$ cat src/rtl/mac_pkg.sv
// Shared types and constants for the sequential multiply-accumulate unit.
package mac_pkg;

  typedef enum logic [1:0] {StIdle, StMul, StAcc, StOut} state_e;

  // Upper bound on accumulator width for the saturation constant helpers.
  localparam int unsigned MaxAccW = 512;

  // One radix-4 Booth digit per cycle over operands extended to data_w+2 bits.
  function automatic int unsigned booth_iter(int unsigned data_w);
    return data_w / 2 + 1;
  endfunction

  function automatic logic [MaxAccW-1:0] sat_max(int unsigned acc_w, logic is_signed);
    logic [MaxAccW-1:0] r;
    int unsigned        ones;
    r    = '0;
    ones = acc_w - (is_signed ? 32'd1 : 32'd0);
    for (int unsigned i = 0; i < MaxAccW; i++) begin
      if (i < ones) r[i] = 1'b1;
    end
    return r;
  endfunction

  function automatic logic [MaxAccW-1:0] sat_min(int unsigned acc_w, logic is_signed);
    logic [MaxAccW-1:0] r;
    r = '0;
    if (is_signed) r[acc_w-1] = 1'b1;
    return r;
  endfunction

endpackage

$ cat src/rtl/mac_seq_param_booth_r4_seq.sv
// Iterative radix-4 Booth multiplier: one digit per cycle, product held until next start.
module booth_r4_seq
  import mac_pkg::*;
#(
  parameter int unsigned DATA_W = 32
) (
  input  logic                clk,
  input  logic                rst_n,
  input  logic                start,
  input  logic [DATA_W-1:0]   a,
  input  logic [DATA_W-1:0]   b,
  input  logic                is_signed,
  output logic                busy,
  output logic                done,
  output logic [2*DATA_W-1:0] p
);

  localparam int unsigned ExtW  = DATA_W + 2;
  localparam int unsigned ProdW = 2 * DATA_W;
  localparam int unsigned Iter  = booth_iter(DATA_W);
  localparam int unsigned CntW  = $clog2(Iter + 1);

  logic [ProdW-1:0] mcand_q, prod_q, pp;
  logic [ExtW-1:0]  mplr_q;
  logic             prev_q, busy_q, done_q;
  logic [CntW-1:0]  step_q;
  logic [ProdW-1:0] mcand_init;
  logic [ExtW-1:0]  mplr_init;

  // Modular arithmetic in 2*DATA_W bits is exact for both modes.
  always_comb begin
    mcand_init = {{DATA_W{is_signed & a[DATA_W-1]}}, a};
    mplr_init  = {{2{is_signed & b[DATA_W-1]}}, b};
  end

  always_comb begin
    pp = '0;
    case ({mplr_q[1:0], prev_q})
      3'b001, 3'b010: pp = mcand_q;
      3'b011:         pp = mcand_q << 1;
      3'b100:         pp = -(mcand_q << 1);
      3'b101, 3'b110: pp = -mcand_q;
      default:        pp = '0;
    endcase
  end

  always_ff @(posedge clk or negedge rst_n) begin
    if (!rst_n) begin
      mcand_q <= '0;
      mplr_q  <= '0;
      prev_q  <= 1'b0;
      prod_q  <= '0;
      step_q  <= '0;
      busy_q  <= 1'b0;
      done_q  <= 1'b0;
    end else begin
      done_q <= 1'b0;
      if (start) begin
        mcand_q <= mcand_init;
        mplr_q  <= mplr_init;
        prev_q  <= 1'b0;
        prod_q  <= '0;
        step_q  <= '0;
        busy_q  <= 1'b1;
      end else if (busy_q) begin
        prod_q  <= prod_q + pp;
        mcand_q <= mcand_q << 2;
        mplr_q  <= mplr_q >> 2;
        prev_q  <= mplr_q[1];
        step_q  <= step_q + CntW'(1);
        if (step_q == CntW'(Iter - 1)) begin
          busy_q <= 1'b0;
          done_q <= 1'b1;
        end
      end
    end
  end

  assign busy = busy_q;
  assign done = done_q;
  assign p    = prod_q;

endmodule

$ cat src/rtl/mac_seq_param.sv
// Parametrised sequential MAC: Booth multiply, guard-bit accumulate, framed groups.
// Optional build macro MAC_SATURATE_EN clamps the accumulator on overflow instead of wrapping.
module mac_seq_param
  import mac_pkg::*;
#(
  parameter int unsigned DATA_W = 32,
  parameter int unsigned ACC_W  = 72,
  parameter int unsigned CNT_W  = 16
) (
  input  logic              clk,
  input  logic              rst_n,
  input  logic              in_valid,
  output logic              in_ready,
  input  logic [DATA_W-1:0] in_a,
  input  logic [DATA_W-1:0] in_b,
  input  logic              in_signed,
  input  logic              in_last,
  output logic              out_valid,
  input  logic              out_ready,
  output logic [ACC_W-1:0]  out_acc,
  output logic [CNT_W-1:0]  out_count,
  output logic              out_ovf
);

  state_e               state_q, state_d;
  logic                 live_q, signed_q, last_q, ovf_q;
  logic [ACC_W-1:0]     acc_q;
  logic [CNT_W-1:0]     count_q;

  logic                 accept, first, mul_signed, mul_busy, mul_done;
  logic [2*DATA_W-1:0]  mul_p;
  logic [ACC_W-1:0]     acc_base, prod_ext, acc_next;
  logic [ACC_W:0]       sum;
  logic                 c_out, c_msb, ovf_now;

  assign accept = in_valid & in_ready;
  // Count is cleared per group and saturates, so zero marks the first beat.
  assign first      = (count_q == '0);
  assign mul_signed = first ? in_signed : signed_q;

  booth_r4_seq #(
    .DATA_W (DATA_W)
  ) u_booth (
    .clk       (clk),
    .rst_n     (rst_n),
    .start     (accept),
    .a         (in_a),
    .b         (in_b),
    .is_signed (mul_signed),
    .busy      (mul_busy),
    .done      (mul_done),
    .p         (mul_p)
  );

`ifdef MAC_SATURATE_EN
  localparam logic [MaxAccW-1:0] SatMaxS = sat_max(ACC_W, 1'b1);
  localparam logic [MaxAccW-1:0] SatMinS = sat_min(ACC_W, 1'b1);
  localparam logic [MaxAccW-1:0] SatMaxU = sat_max(ACC_W, 1'b0);
`endif

  always_comb begin
    acc_base = first ? '0 : acc_q;
    if (signed_q) prod_ext = ACC_W'($signed(mul_p));
    else          prod_ext = ACC_W'(mul_p);
    sum      = {1'b0, acc_base} + {1'b0, prod_ext};
    c_out    = sum[ACC_W];
    c_msb    = acc_base[ACC_W-1] ^ prod_ext[ACC_W-1] ^ sum[ACC_W-1];
    ovf_now  = signed_q ? (c_msb ^ c_out) : c_out;
    acc_next = sum[ACC_W-1:0];
`ifdef MAC_SATURATE_EN
    // Signed overflow needs like-signed operands, so the product sign gives the direction.
    if (ovf_now) begin
      if (!signed_q)                  acc_next = SatMaxU[ACC_W-1:0];
      else if (prod_ext[ACC_W-1])     acc_next = SatMinS[ACC_W-1:0];
      else                            acc_next = SatMaxS[ACC_W-1:0];
    end
`endif
  end

  always_ff @(posedge clk or negedge rst_n) begin
    if (!rst_n) state_q <= StIdle;
    else        state_q <= state_d;
  end

  always_comb begin
    state_d = state_q;
    unique case (state_q)
      StIdle: if (accept) state_d = StMul;
      StMul:  if (mul_done && !mul_busy) state_d = StAcc;
      StAcc:  state_d = last_q ? StOut : StIdle;
      StOut:  if (out_ready) state_d = StIdle;
      default: state_d = StIdle;
    endcase
  end

  always_comb begin
    in_ready  = live_q && (state_q == StIdle);
    out_valid = (state_q == StOut);
    out_acc   = acc_q;
    out_count = count_q;
    out_ovf   = ovf_q;
  end

  always_ff @(posedge clk or negedge rst_n) begin
    if (!rst_n) begin
      live_q   <= 1'b0;
      signed_q <= 1'b0;
      last_q   <= 1'b0;
      acc_q    <= '0;
      count_q  <= '0;
      ovf_q    <= 1'b0;
    end else begin
      live_q <= 1'b1;
      unique case (state_q)
        StIdle: begin
          if (accept) begin
            last_q <= in_last;
            if (first) signed_q <= in_signed;
          end
        end
        StAcc: begin
          acc_q <= acc_next;
          if (count_q != '1) count_q <= count_q + CNT_W'(1);
          if (ovf_now) ovf_q <= 1'b1;
        end
        StOut: begin
          if (out_ready) begin
            acc_q   <= '0;
            count_q <= '0;
            ovf_q   <= 1'b0;
          end
        end
        default: ;
      endcase
    end
  end

endmodule

$ cat config.mk
export PLATFORM = sky130hd
export DESIGN_NAME = mac_seq_param
export DESIGN_NICKNAME = d
export VERILOG_FILES = /design/src/rtl/mac_pkg.sv /design/src/rtl/mac_seq_param_booth_r4_seq.sv /design/src/rtl/mac_seq_param.sv
export SDC_FILE = /design/constraint.sdc
export NUM_CORES = 1
export LEC_CHECK = 0
export BUFFER_PORTS_ARGS = -buffer_cell sky130_fd_sc_hd__buf_4
export CAP_MARGIN = 20
export CORE_AREA = 3 3 242 244
export CTS_CLUSTER_SIZE = 12
export DETAILED_ROUTE_END_ITERATION = 10
export DIE_AREA = 0 0 245 247
export GPL_ROUTABILITY_DRIVEN = 0
export SLEW_MARGIN = 25
export SYNTH_ARGS = -nofsm -noshare
export SYNTH_HDL_FRONTEND = slang
export SYNTH_SLANG_ARGS = --single-unit
$ cat constraint.sdc
create_clock -name clk -period 6.6 [get_ports clk]
set_clock_uncertainty 0.1 [all_clocks]
set_input_delay 1.32 -clock clk [delete_from_list [all_inputs] [get_ports clk]]
set_output_delay 1.32 -clock clk [all_outputs]
set_load 0.1 [all_outputs]
==> results_dict.tcl, run 1 <==
set metrics [dict create \
    area_growth_pct 13.1 \
    die-area_um2 60500 \
    netlist_area_um2 22600 \
    critPathMaxFanout 8 \
    grt_antenna_before_repair 0 \
    min_path_type "flip-flop to flip-flop" \
    outcome "completed" \
    grt_pass1_wl_um 110000 \
    place_inst 3579 \
    mostFrequentLayoutCell "nand2_1" \
    clock_latency_ns 0.57 \
    wire_per_inst_um 18.9 \
    antenna_cells 0 \
    die_height_um 247 \
    ys_seq_elements 263 \
    hold_viol 0 \
    drtIter0Drc 1604 \
    maxCapViolations 0 \
    grt_pass1_vias 20253 \
    portBuffers 160 \
    synth_warnings 0 \
    synth-main-ff-cell "dfrtp_1" \
    yosysUniqueCellTypes 78 \
    async_flop_share 1.00 \
    drc 0 \
    yosysSeqAreaShare 0.291 \
    max-slew-margin-rel 0.388 \
    dpl.hpwl_um 50900 \
    synth-edff-count 0 \
    root_buffer "clkbuf_16" \
    gr-total-overflow 0 \
    cts_tree "built" \
    finalNetCount 3074 \
    worstPathArrival_ns 6.58 \
    finalCritPeriodShare 0.938 \
    avgSynthCellArea_um2 7.99 \
    start_kind "flip-flop" \
    final_cell_mix "nand2_1 (327), o21ai_0 (297), dfrtp_1 (261)" \
    cts_made_buffers 36 \
    io_pins 161 \
    placed_area_um2 24300 \
    synth_top_area_frac 0.291 \
    routed_wl_um 68800 \
    clock_sinks 263 \
    setup_viol 0 \
    core_area_um2 56500 \
    first_pass_iters 7 \
    path_clk_slew_ns 0.06 \
    synth_area_leader_cell "dfrtp_1" \
    grt_max_degree 111 \
    drtAntennaViolNets 0 \
    via_per_inst 5.82 \
    start_util 0.400 \
    drive_above_1_share 0.103 \
    cp.required_ns 6.99 \
    tightest_slew_ns 0.918 \
    finalNonFillerCells 3646 \
    tns_ns 0 \
    syn_nets 3041 \
    rsz0062_at_grt "yes" \
    htree_num_levels 2 \
    clockBufferDepth 3 \
    fmax_mhz 161 \
    drv_slew 0 \
    min_period_ns 6.19 \
    endpoint_kind "flip-flop" \
    cts_hold_buf 0 \
    synth_area_leaders "dfrtp_1 (29%), ha_1 (7.7%), o21ai_0 (6.6%)" \
    netlist_instances 2829 \
    r2r_slack_ns 0.41 \
    fin_area_um2 25600 \
    vias 21225 \
    rows 87 \
    die_w_um 245 \
    critPathKind "flip-flop to flip-flop" \
    track_usage 0.222 \
]
[kinds of logic (layout without fill, tap and decap cells)]
group	after synthesis	after routing	synth area share
flops	263	263	0.291
other cells	1	1	0.000166
fa+ha+maj	142	142	0.0792
mux	112	112	0.0496
buf+inv	253	314	0.0427
xor+xnor	208	208	0.0805
compound gates	904	904	0.253
simple gates	946	946	0.204
[synthesized netlist by cell type, types with 41 or more instances]
cell type and n:
a21o_1 91, a21oi_1 170, a22oi_1 43, and2_1 86, clkbuf_1 187, dfrtp_1 263, ha_1 140, inv_1 48
mux2i_1 112, nand2_1 330, nand3_1 56, nand4_1 44, nor2_1 196, nor3_1 49, o21a_1 55, o21ai_0 299
or3_1 41, xnor2_1 107, xor2_1 101
[stage by stage]
stage / util / hold slack [ns] / worst slack [ns]
after floorplan: - / 0.384 / 0.814
after global placement: 0.430 / 0.385 / 0.277
after detailed placement: 0.430 / 0.395 / 0.0788
after CTS: 0.452 / 0.408 / 0.0644
after global routing: 0.453 / 0.427 / 0.00494
final: 0.453 / 0.401 / 0.407
[worst paths after layout]
check,startpoint,endpoint,cells past startpoint
worst min-delay path,out_acc[28],out_acc[28],2
min in group asynchronous,rst_n,out_acc[1],1
worst min register to register,out_acc[28],out_acc[28],2
max in group asynchronous,rst_n,u_booth.mcand_q[45],2
worst max register to register,u_booth.mcand_q[0],u_booth.p[42],24
worst max-delay path,u_booth.mcand_q[0],u_booth.p[42],24
[routing by layer]
metal / share of wire / GRT usage / vias to the layer above
met2: 0.44 / 0.345 / 720
li1: - / - / 10288
met3: 0.071 / 0.0410 / 118
met4: 0.028 / 0.0729 / 0
met1: 0.46 / 0.312 / 10099
met5: 0 / 0 / -
[final cells by class]
class,count,area [um^2]
Clock buffer,59,1120
Clock inverter,7,103
Fill cell,5465,30900
Inverter,49,184
Multi-Input combinational cell,2313,15100
Sequential cell,263,6590
Tap cell,756,946
Timing Repair Buffer,199,1530
[flip-flops by register name (all words and copies together) (netlist names), 2 cells and up]
name,cells
out_acc,72
out_count,16
state_q,2
u_booth.mcand_q,64
u_booth.mplr_q,33
u_booth.p,64
u_booth.step_q,5
[worst max-delay path, stage by stage, from the launching register on]
cell	delay (ns)
dfrtp_1	0.41
inv_1	0.12
ha_2	0.20
or3b_4	0.40
or4_4	0.47
or4_4	0.47
or2_4	0.27
inv_1	0.07
nand2_2	0.09
or3_4	0.38
or3_1	0.35
o21ai_0	0.16
a22o_1	0.17
a21o_1	0.10
ha_1	0.31
a21o_1	0.23
a21o_1	0.18
a21oi_1	0.14
o31ai_1	0.09
a31oi_1	0.37
o21ai_0	0.22
a21boi_0	0.32
o21ai_0	0.16
and3_1	0.20
nor3_1	0.17
[what timing repair did]
item / 4_1_cts / 5_1_grt
gates resized for setup: 0 / 11
setup endpoints to repair: 0 / 13
setup buffers: 0 / 1
Power of run 1 is left out: the tool's default activity adds up to more than one toggle a clock period on the data nets, which glitch-free logic cannot reach.
==> run 2, diff against run 1 <==
--- a/config.mk
+++ b/config.mk
@@ -12,6 +12,7 @@
 export DETAILED_ROUTE_END_ITERATION = 10
 export DIE_AREA = 0 0 245 247
 export GPL_ROUTABILITY_DRIVEN = 0
+export RECOVER_POWER = 50
 export SLEW_MARGIN = 25
 export SYNTH_ARGS = -nofsm -noshare
 export SYNTH_HDL_FRONTEND = slang
==> results_dict.tcl, run 2 (synthesis gave the netlist of run 1 again) <==
set metrics [dict create \
    cts_tree "built" \
    finalCritPeriodShare 0.940 \
    rsz0062_at_grt "yes" \
    drtAntennaViolNets 0 \
    antenna_cells 0 \
    io_pins 161 \
    clock_sinks 263 \
    path_clk_slew_ns 0.05 \
    grt_pass1_wl_um 110000 \
    final_cell_mix "nand2_1 (327), o21ai_0 (297), dfrtp_1 (261)" \
    violations "capacitance limit, slew limit" \
    critPathKind "flip-flop to flip-flop" \
    grt_pass1_vias 20253 \
    tns_ns 0 \
    start_kind "flip-flop" \
    max-slew-margin-rel -1.29 \
    tightest_slew_ns 3.44 \
    mostFrequentLayoutCell "nand2_1" \
    routed_wl_um 68800 \
    drtIter0Drc 1647 \
    slowest_stage "or4_4" \
    fmax_mhz 161 \
    dpl.hpwl_um 50900 \
    worstPathArrival_ns 6.58 \
    rows 87 \
    multiInputGateArea_um2 15100 \
    grt_max_degree 111 \
    maxCapViolations 4 \
    wire_per_inst_um 18.9 \
    min_path_type "flip-flop to flip-flop" \
    area_growth_pct 12.7 \
    setup_viol 0 \
    endpoint_kind "flip-flop" \
    drive_above_1_share 0.0955 \
    clock_latency_ns 0.57 \
    finalNetCount 3074 \
    die-area_um2 60500 \
    die_w_um 245 \
    grt_antenna_before_repair 0 \
    largest_reg_flops 72 \
    first_pass_iters 5 \
    root_buffer "clkbuf_16" \
    cp.required_ns 6.98 \
    hold_viol 0 \
    min_period_ns 6.20 \
    drc 0 \
    core_area_um2 56500 \
    seq_area_um2 6590 \
    critPathMaxFanout 6 \
    max_stage_delay_ns 0.47 \
    drv_slew 342 \
    r2r_slack_ns 0.40 \
    cts_hold_buf 0 \
    via_per_inst 5.81 \
    htree_num_levels 2 \
    gr-total-overflow 0 \
    outcome "finished with violations" \
    cts_made_buffers 36 \
    clockBufferDepth 3 \
    die_height_um 247 \
    fillers 5481 \
    start_util 0.400 \
    portBuffers 160 \
    track_usage 0.222 \
    vias 21182 \
]
[run 2: layout make-up]
cell class,count,area share
Clock buffer,59,0.0439
Clock inverter,7,0.00402
Inverter,49,0.00721
Multi-Input combinational cell,2313,0.593
Sequential cell,263,0.258
Tap cell,756,0.0371
Timing Repair Buffer,199,0.0564
[run 2: routing by layer]
layer	global-route usage	vias up	part of all wire
li1	-	10293	-
met2	0.345	735	0.43
met3	0.0410	124	0.073
met4	0.0729	0	0.029
met1	0.312	10030	0.46
met5	0	-	0
[run 2: final timing paths]
path | startpoint | to | depth (start not counted)
worst max-delay path | u_booth.mcand_q[0] | u_booth.p[61] | 26
worst min-delay path | out_acc[28] | out_acc[28] | 2
worst max register to register | u_booth.mcand_q[0] | u_booth.p[61] | 26
worst min register to register | out_acc[28] | out_acc[28] | 2
max in group asynchronous | rst_n | u_booth.mcand_q[45] | 2
min in group asynchronous | rst_n | out_acc[32] | 1
[run 2: critical path, delay by kind of cell (launching register included)]
| family | cells | cell delay [ns] |
|---|---|---|
| XOR/XNOR | 1 | 0.13 |
| adder cells (fa/ha/maj) | 2 | 0.62 |
| AO/OA/AOI/OAI | 9 | 1.54 |
| flip-flops | 1 | 0.40 |
| buffers and inverters | 4 | 0.52 |
| AND/OR/NAND/NOR | 10 | 2.81 |
[run 2: timing repair]
action | 4_1_cts | 5_1_grt
resized for setup | 0 | 11
setup buffers | 0 | 1
endpoints found under the hold margin | 0 | 0
setup endpoints to repair | 0 | 13
[run 2: per-stage QoR]
| step | std cells | setup slack, ns | utilization | area [um^2] | hold WS (ns) |
|---|---|---|---|---|---|
| 2_1_floorplan | 2829 | 0.814 | - | 22600 | 0.384 |
| 3_3_place_gp | 3579 | 0.277 | 0.430 | 24300 | 0.385 |
| 3_5_place_dp | 3579 | 0.0788 | 0.430 | 24300 | 0.395 |
| 4_1_cts | 3645 | 0.0644 | 0.452 | 25500 | 0.408 |
| 5_1_grt | 3646 | 0.00494 | 0.451 | 25500 | 0.423 |
| 6_report | 3646 | 0.398 | 0.451 | 25500 | 0.396 |
Power of run 2 is left out for the same reason.
==> run 3, diff against run 2 <==
--- a/config.mk
+++ b/config.mk
@@ -7,10 +7,10 @@
 export LEC_CHECK = 0
 export BUFFER_PORTS_ARGS = -buffer_cell sky130_fd_sc_hd__buf_4
 export CAP_MARGIN = 20
-export CORE_AREA = 3 3 242 244
+export CORE_AREA = 3 3 231 256
 export CTS_CLUSTER_SIZE = 12
 export DETAILED_ROUTE_END_ITERATION = 10
-export DIE_AREA = 0 0 245 247
+export DIE_AREA = 0 0 234 259
 export GPL_ROUTABILITY_DRIVEN = 0
 export RECOVER_POWER = 50
 export SLEW_MARGIN = 25
==> results_dict.tcl, run 3 (synthesis gave the netlist of run 1 again) <==
set metrics [dict create \
    via_per_inst 5.81 \
    tightest_slew_ns 2.80 \
    slowest_stage "or4_4" \
    multiInputGateArea_um2 15100 \
    tns_ns 0 \
    grt_antenna_before_repair 1 \
    rsz0062_at_grt "yes" \
    portBuffers 160 \
    start_kind "flip-flop" \
    crit_start "u_booth.mcand_q[0]" \
    critPathMaxFanout 6 \
    outcome "finished with violations" \
    clock_sinks 263 \
    hold_viol 0 \
    max-slew-margin-rel -0.869 \
    worstPathArrival_ns 6.70 \
    die-area_um2 60600 \
    cts_made_buffers 34 \
    max_stage_delay_ns 0.48 \
    critPathKind "flip-flop to flip-flop" \
    routed_wl_um 68700 \
    clock_latency_ns 0.56 \
    largest_reg_flops 72 \
    gr-total-overflow 0 \
    die_w_um 234 \
    min_from "out_acc[59]" \
    cts_tree "built" \
    io_pins 161 \
    maxCapViolations 1 \
    vias 21120 \
    rows 92 \
    final_cell_mix "nand2_1 (329), o21ai_0 (296), dfrtp_1 (261)" \
    seq_area_um2 6590 \
    dpl.hpwl_um 51000 \
    endpoint_kind "flip-flop" \
    grt_max_degree 108 \
    drc 0 \
    drtIter0Drc 1369 \
    first_pass_iters 6 \
    drive_above_1_share 0.101 \
    setup_viol 0 \
    finalCritPeriodShare 0.965 \
    area_growth_pct 12.9 \
    mostFrequentLayoutCell "nand2_1" \
    grt_pass1_wl_um 110000 \
    path_clk_slew_ns 0.06 \
    track_usage 0.223 \
    min_path_type "flip-flop to flip-flop" \
    htree_num_levels 2 \
    cp.required_ns 6.93 \
    die_height_um 259 \
    r2r_slack_ns 0.23 \
    root_buffer "clkbuf_16" \
    antenna_cells 0 \
    wire_per_inst_um 18.9 \
    grt_pass1_vias 20289 \
    fmax_mhz 157 \
    drtAntennaViolNets 0 \
    cts_hold_buf 0 \
    min_period_ns 6.37 \
    core_area_um2 57000 \
    start_util 0.397 \
    fillers 5611 \
    finalNetCount 3072 \
    regToRegStartpoint "u_booth.mcand_q[0]" \
    clockBufferDepth 3 \
    violations "capacitance limit, slew limit" \
    drv_slew 107 \
]
-- run 3: cell types whose count changed in the layout (fill, tap and decap cells not counted), moves of 2 or more --
cell / delta
clkinv_2: +2
clkbuf_1: -22
clkbuf_8: -3
nand2_2: -2
nand2_1: +2
o21ai_1: +2
clkbuf_16: -3
bufinv_16: +2
buf_4: +19
-- run 3: what timing repair did --
item,in CTS,in global routing
buffers inserted,0,2
endpoints found under the setup margin,0,10
gates resized for setup,0,13
-- run 3: final timing paths --
check / endpoint / cells past startpoint
hold / removal: out_acc[59] / 2
max in group asynchronous: u_booth.mplr_q[28] / 2
min in group asynchronous: out_acc[15] / 1
hold reg to reg: out_acc[59] / 2
setup reg to reg: u_booth.p[59] / 25
setup / recovery: u_booth.p[59] / 25
-- run 3: per-layer routing --
metal,up-vias,share of wire,GRT usage,routed length (um)
li1,10288,-,-,-
met1,9992,0.45,0.306,31100
met2,704,0.45,0.351,30700
met3,136,0.065,0.0348,4500
met4,0,0.036,0.0844,2480
met5,-,0,0,0
-- run 3: final cells by class --
cell class,count,area share
clock buffers,50,0.0389
inverters,49,0.00720
repair buffers,199,0.0595
multi-input cells,2313,0.592
well taps,752,0.0368
flip-flops and latches,263,0.258
clock inverters,12,0.00735
-- run 3: critical path: cells and delay by family, from the launching register on --
kind,cells,cell delay (ns)
compound gates,11,2.09
xor+xnor,2,0.33
fa+ha+maj,2,0.59
buf+inv,2,0.18
flops,1,0.40
simple gates,8,2.55
-- run 3: metrics by stage --
stage / setup WS (ns) / hold slack [ns] / cell area [um^2] / instances / util
global route: -0.0787 / 0.432 / 25500 / 3638 / 0.448
detailed placement: 0.173 / 0.393 / 24300 / 3574 / 0.427
CTS: 0.164 / 0.408 / 25500 / 3636 / 0.448
finish: 0.231 / 0.399 / 25500 / 3638 / 0.448
global placement: 0.337 / 0.386 / 24300 / 3574 / 0.427
floorplan: 0.814 / 0.384 / 22600 / 2829 / -
Power of run 3 is left out for the same reason.
